[src/rtl/reg_bank_hs.sv]
// Register bank with a valid/ready request/response handshake: control registers,
// sticky W1C status registers, an interrupt enable mask and a registered interrupt.
module reg_bank_hs #(
   parameter int AW     = 8,
   parameter int DW     = 32,
   parameter int N_CTRL = 4,
   parameter int N_STAT = 2
) (
   input  logic                 clk_i,
   input  logic                 rst_ni,
   input  logic                 req_valid_i,
   output logic                 req_ready_o,
   input  logic                 req_we_i,
   input  logic [AW-1:0]        req_addr_i,
   input  logic [DW-1:0]        req_wdata_i,
   output logic                 rsp_valid_o,
   input  logic                 rsp_ready_i,
   output logic [DW-1:0]        rsp_rdata_o,
   output logic                 rsp_err_o,
   output logic [N_CTRL*DW-1:0] ctrl_o,
   input  logic [N_STAT*DW-1:0] status_in_i,
   output logic                 irq_o
);

   localparam int WW = AW - 2;
   localparam logic [0:0] S_IDLE = 1'b0;
   localparam logic [0:0] S_RESP = 1'b1;

   logic [0:0]        state_q;
   logic [DW-1:0]     ctrl_q [N_CTRL];
   logic [DW-1:0]     stat_q [N_STAT];
   logic [DW-1:0]     irq_en_q;
   logic [DW-1:0]     irq_pend;
   logic [DW-1:0]     rd_mux;
   logic [DW-1:0]     rdata_q;
   logic              err_q;
   logic              irq_q;
   logic [WW-1:0]     word;
   logic              aligned;
   logic [N_CTRL-1:0] ctrl_sel;
   logic [N_STAT-1:0] stat_sel;
   logic              en_sel;
   logic              pend_sel;
   logic              err;
   logic              accept;
   logic              wr;

   // Full-width word compare per register, so no upper address bits are ignored.
   assign word    = req_addr_i[AW-1:2];
   assign aligned = (req_addr_i[1:0] == 2'b00);

   // NOTE: every combinational output gets a default before the loops so no latch is inferred.
   always_comb begin
      ctrl_sel = '0;
      stat_sel = '0;
      for (int i = 0; i < N_CTRL; i++) ctrl_sel[i] = aligned && (word == WW'(i));
      for (int j = 0; j < N_STAT; j++) stat_sel[j] = aligned && (word == WW'(16 + j));
      en_sel   = aligned && (word == WW'(32));
      pend_sel = aligned && (word == WW'(33));
      err      = !((|ctrl_sel) || (|stat_sel) || en_sel || (pend_sel && !req_we_i));
   end

   always_comb begin
      irq_pend = '0;
      for (int j = 0; j < N_STAT; j++) irq_pend[j] = |(stat_q[j] & irq_en_q);
   end

   always_comb begin
      rd_mux = '0;
      for (int i = 0; i < N_CTRL; i++) if (ctrl_sel[i]) rd_mux = ctrl_q[i];
      for (int j = 0; j < N_STAT; j++) if (stat_sel[j]) rd_mux = stat_q[j];
      if (en_sel)   rd_mux = irq_en_q;
      if (pend_sel) rd_mux = irq_pend;
   end

   assign accept = req_valid_i && (state_q == S_IDLE);
   assign wr     = accept && req_we_i && !err;

   // NOTE: sequential state uses non-blocking assignments so all registers see pre-edge values.
   always_ff @(posedge clk_i or negedge rst_ni) begin
      if (!rst_ni) begin
         state_q <= S_IDLE;
         rdata_q <= '0;
         err_q   <= 1'b0;
         irq_q   <= 1'b0;
      end else begin
         irq_q <= |irq_pend;
         if (accept) begin
            state_q <= S_RESP;
            rdata_q <= (req_we_i || err) ? '0 : rd_mux;
            err_q   <= err;
         end else if ((state_q == S_RESP) && rsp_ready_i) begin
            state_q <= S_IDLE;
         end
      end
   end

   // NOTE: the register arrays are flops, not a RAM macro, so they take the async reset too.
   always_ff @(posedge clk_i or negedge rst_ni) begin
      if (!rst_ni) begin
         for (int i = 0; i < N_CTRL; i++) ctrl_q[i] <= '0;
         for (int j = 0; j < N_STAT; j++) stat_q[j] <= '0;
         irq_en_q <= '0;
      end else begin
         for (int i = 0; i < N_CTRL; i++) if (wr && ctrl_sel[i]) ctrl_q[i] <= req_wdata_i;
         // Set pulses are OR-ed in after the clear, so a same-cycle set wins.
         for (int j = 0; j < N_STAT; j++)
            stat_q[j] <= (stat_q[j] & ~((wr && stat_sel[j]) ? req_wdata_i : '0))
                         | status_in_i[j*DW +: DW];
         if (wr && en_sel) irq_en_q <= req_wdata_i;
      end
   end

   for (genvar i = 0; i < N_CTRL; i++) begin : g_ctrl_out
      assign ctrl_o[i*DW +: DW] = ctrl_q[i];
   end

   assign req_ready_o = (state_q == S_IDLE);
   assign rsp_valid_o = (state_q == S_RESP);
   assign rsp_rdata_o = rdata_q;
   assign rsp_err_o   = err_q;
   assign irq_o       = irq_q;

endmodule

[config.mk]
export PLATFORM = sky130hd
export DESIGN_NAME = reg_bank_hs
export DESIGN_NICKNAME = d
export VERILOG_FILES = /design/src/rtl/reg_bank_hs.sv
export SDC_FILE = /design/constraint.sdc
export NUM_CORES = 1
export LEC_CHECK = 0
export ABC_AREA = 1
export CELL_PAD_IN_SITES_DETAIL_PLACEMENT = 2
export CELL_PAD_IN_SITES_GLOBAL_PLACEMENT = 2
export CORE_MARGIN = 2
export CORE_UTILIZATION = 29
export DETAILED_ROUTE_END_ITERATION = 12
export PLACE_DENSITY_LB_ADDON = 0.1
export SLEW_MARGIN = 20
export SYNTH_ARGS = -nofsm -noshare
export SYNTH_HDL_FRONTEND = slang
export SYNTH_SLANG_ARGS = --single-unit
export TNS_END_PERCENT = 30
[constraint.sdc]
create_clock -name clk_i -period 2 [get_ports clk_i]
set_input_delay 0.4 -clock clk_i [delete_from_list [all_inputs] [get_ports clk_i]]
set_output_delay 0.4 -clock clk_i [all_outputs]
set_load 0.01 [all_outputs]
==> reports/results.txt <==
The tools report the number of antenna-violating nets in the routed design as 0. The tool flagged a number of max-cap violations equal to 0. The fraction of registers with async set/reset was 1.000; the proportion of netlist area held by the largest area contributor was 0.5006. For this design the static power due to leakage is 0.009452 uW.

The run gives 0.6193 as the worst relative slew slack. The number of global-route vias before repair was 15470. In this run, distinct cell masters in the synthesized netlist total 22. The cell with the largest stage delay on the worst path was sky130_fd_sc_hd__clkdlybuf4s50_1. After synthesis, the cell types taking the most area are sky130_fd_sc_hd__dfrtp_1 (50%), sky130_fd_sc_hd__nand2_1 (21%), sky130_fd_sc_hd__o21ai_0 (6.1%), sky130_fd_sc_hd__nand4_1 (4.7%), sky130_fd_sc_hd__inv_1 (4.4%).

The cell area after synthesis is 12950 sq um, and the maximum vdd drop is 463.5 uV. The run gives 0.5048 GHz as the maximum clock frequency. The overall via count from detail_route came out at 13870. The sum of net half-perimeters after detailed placement came out at 46.34 mm. The critical setup path kind was flip-flop to output pin. The final core utilization is 0.4207, and the area added between synthesis and finish is 43.38%.

The post-route fraction of the period consumed by the critical path is 0.9905. The main flop type after synthesis was sky130_fd_sc_hd__dfrtp_1. The adder-cell share of the synthesized area was 0; the total congestion overflow after global routing was 0. Share of post-route cells with drive strength above 1: 0.09962.

The biggest area contributor in the post-synthesis netlist is sky130_fd_sc_hd__dfrtp_1. The logs give 47 for the largest net degree at the start of global routing and 44120 sq um for the placeable core area. The worst setup path is launched from a flip-flop.

The number of endpoints with negative hold slack in the final report is 0. In this run the worst path has a maximum fanout of 3. TritonCTS built the clock tree. Yosys printed 0 warnings. Dividing the detail-routed wire length by the instance count gives 24.38 um. The run finished with clean final reports.

The run gives 0.2934 as the effective utilization at floorplan. Clock tree synthesis found a total of 259 sinks. After layout, the minimum clock period comes to 1.981 ns. The synthesized design contains 259 register bits.

In this run the vertical extent of the chip is 215.3 um. The sum of buffers and inverters on the critical path works out to 1. Share of the synthesized netlist area taken by xor and xnor gates: 0. The power density over cell area is 634.7 nW/um^2. At the end of routability-driven placement, the weighted congestion stood at 0.8517. After detailed routing, the number of remaining DRC violations is 0.

The share of cell area taken by muxes after synthesis was 0. For this block, the initial DRC count from the detailed router was 763. For the pin with the worst max-slew slack, the measured transition is 0.5692 ns. The die is 215.3 um wide. Fraction of the mapped netlist area in simple logic gates: 0.3252. The reg2reg setup slack was 0.13 ns. The number of I/O pins is 273. In this run the critical register-to-register path is launched from rsp_valid_o. After the last flow step, the layout net total stands at 2204.

Among all cell types in the netlist, the one instantiated most often is sky130_fd_sc_hd__nand2_1. The average instance in the mapped netlist occupies 7.327 sq um. The tools report the nature of the critical path endpoint as an output pin.

Antenna diode count: 0. Worst-case reg-to-reg path depth: 10. The largest family of logic cells by synthesized area is simple AND/OR/NAND/NOR gates.

Overall power consumption after layout is estimated at 11780 uW. Walking the worst path, the cells encountered are clkdlybuf4s50_1. The overall global routing resource usage is 0.2744.

The endpoint identified for the worst register-to-register timing path is ctrl_o[71]. For the sequential element share of the synthesized area, the log shows 0.5006. After floorplanning, the core was divided into 77 placement rows. The number of fillers in the final layout was 5095. CTS placed an instance of sky130_fd_sc_hd__clkbuf_16 at the clock tree root.

For the final max-slew violation count, the log shows 0. The number of setup violations in the final report is 0, and the post-route clock skew is 0.01075 ns. The clock passes through at most 3 buffers. The initial antenna violation count was 0; the maximum level of the CTS H-tree was 1. The tools report the iteration count of the initial detailed-routing pass as 5. The type of the tightest min-delay check was primary input to async pin. The die covers 46350 sq um. In this design, the stage delay of the slowest critical-path cell is 0.62 ns.

The routed wire length is 66.07 mm, and the post-synthesis compound-gate area fraction is 0.09433. The kind of cell with the highest combined delay along the critical path is buffers and inverters. Total of buffers placed on input and output ports: 272.

The clock-pin transition on the worst setup and hold timing paths came out at 0.06 ns. Using the TritonRoute via totals, the vias-per-cell ratio works out to 5.119. Yosys mapped a number of flops with a built-in enable equal to 0. At the later pin of the worst-skew pair, clock insertion delay measures 0.58 ns. For the worst setup path, the data arrival time is 1.58 ns. The run gives 1876 as the number of nets in the synthesized netlist. Counting instances in the post-synthesis netlist gives the leading cell types as sky130_fd_sc_hd__nand2_1 (721), sky130_fd_sc_hd__dfrtp_1 (259), sky130_fd_sc_hd__o21ai_0 (157), sky130_fd_sc_hd__inv_1 (153), sky130_fd_sc_hd__nand4_1 (98). Counting every instance in the synthesized netlist gives 1767.

Data on the critical path is required at its endpoint by 1.60 ns. The first global-routing pass estimated 96.83 mm of wire. The run gives 31 as the clock buffer count from CTS.
## metal layers
metal / global-route usage / wire length (um)
met2: 0.4915 / 33520
met1: 0.3383 / 27650
met3: 0.03213 / 2507
met5: 0 / 0
met4: 0.1007 / 2387
## registers in the layout (all words and copies together), names as in the netlist
| signal | cells |
|---|---|
| irq_en_q | 32 |
| rsp_rdata_o | 32 |
| irq_o | 1 |
| stat_q | 64 |
| rsp_valid_o | 1 |
| ctrl_o | 128 |
| rsp_err_o | 1 |
## worst max-delay path by stage
stage / from / endpoint / slack (ns) / cells after the start
after floorplan: req_addr_i[2] / irq_en_q[22] / 0.10 / 13
after global placement: req_addr_i[1] / ctrl_o[123] / -0.60 / 11
after detailed placement: req_addr_i[1] / ctrl_o[102] / -0.72 / 11
after CTS: req_addr_i[0] / ctrl_o[14] / -0.07 / 13
after global routing: ctrl_o[43] / ctrl_o[43] / -0.01 / 1
final: ctrl_o[11] / ctrl_o[11] / 0.02 / 1
## through the flow
step           setup TNS (ns)  cells  cell area [sq um]  setup slack (ns)  hold WS, ns
6_report                    0   2710              18560           0.01906       0.3409
5_1_grt              -0.01380   2710              18560          -0.01270       0.3576
4_1_cts               -0.6576   2690              18180          -0.06535       0.3272
3_5_place_dp          -148.29   2631              17140           -0.7233       0.3495
3_3_place_gp          -122.82   2631              17140           -0.6045       0.3607
2_1_floorplan               0   1767              12950            0.1010       0.1044
## what timing repair did
item / CTS / global route
gates resized for setup: 18 / 35
endpoints found under the hold margin: 36 / 0
cloned: 0 / 5
hold buffers: 1 / 0
pin swaps: 1 / 9
setup endpoints to repair: 72 / 226
setup buffers: 2 / 15
## where the power goes
part / internal, uW / total [uW] / switching, uW / leakage [uW]
sequential: 5250 / 5260 / 8.90 / 0.00294
clock: 3220 / 5640 / 2420 / 0.000486
combinational: 330 / 883 / 553 / 0.00603
total: 8800 / 11800 / 2980 / 0.00945
## placed cells by master (no fill, tap or decap), types with 12 or more instances in the layout
cell type,count
sky130_fd_sc_hd__a21oi_1,19
sky130_fd_sc_hd__nand2_1,716
sky130_fd_sc_hd__nor2_1,88
sky130_fd_sc_hd__nand4_1,98
sky130_fd_sc_hd__dfrtp_1,258
sky130_fd_sc_hd__clkbuf_16,36
sky130_fd_sc_hd__buf_12,31
sky130_fd_sc_hd__inv_1,153
sky130_fd_sc_hd__o211ai_1,12
sky130_fd_sc_hd__o21ai_1,52
sky130_fd_sc_hd__dlymetal6s2s_1,13
sky130_fd_sc_hd__buf_4,76
sky130_fd_sc_hd__nor2_4,14
sky130_fd_sc_hd__nand3_1,73
sky130_fd_sc_hd__clkdlybuf4s50_1,248
sky130_fd_sc_hd__o21ai_0,155
## cell type report
class / instances / area [sq um] / area share
clock buffer: 48 / 909.6 / 0.04900
clock inverter: 8 / 65.06 / 0.003505
inverter: 158 / 593.1 / 0.03195
multi-input combinational: 1247 / 5528 / 0.2978
sequential: 259 / 6482 / 0.3492
tap: 592 / 740.7 / 0.03990
timing repair buffer: 398 / 4244 / 0.2286
## logic make-up (layout without fill, tap and decap cells)
logic type             after synthesis  in the layout
AO/OA/AOI/OAI                      238            238
buffers and inverters              261            612
flip-flops                         259            259
AND/OR/NAND/NOR                   1009           1009
(Power assumes the default switching activity.)
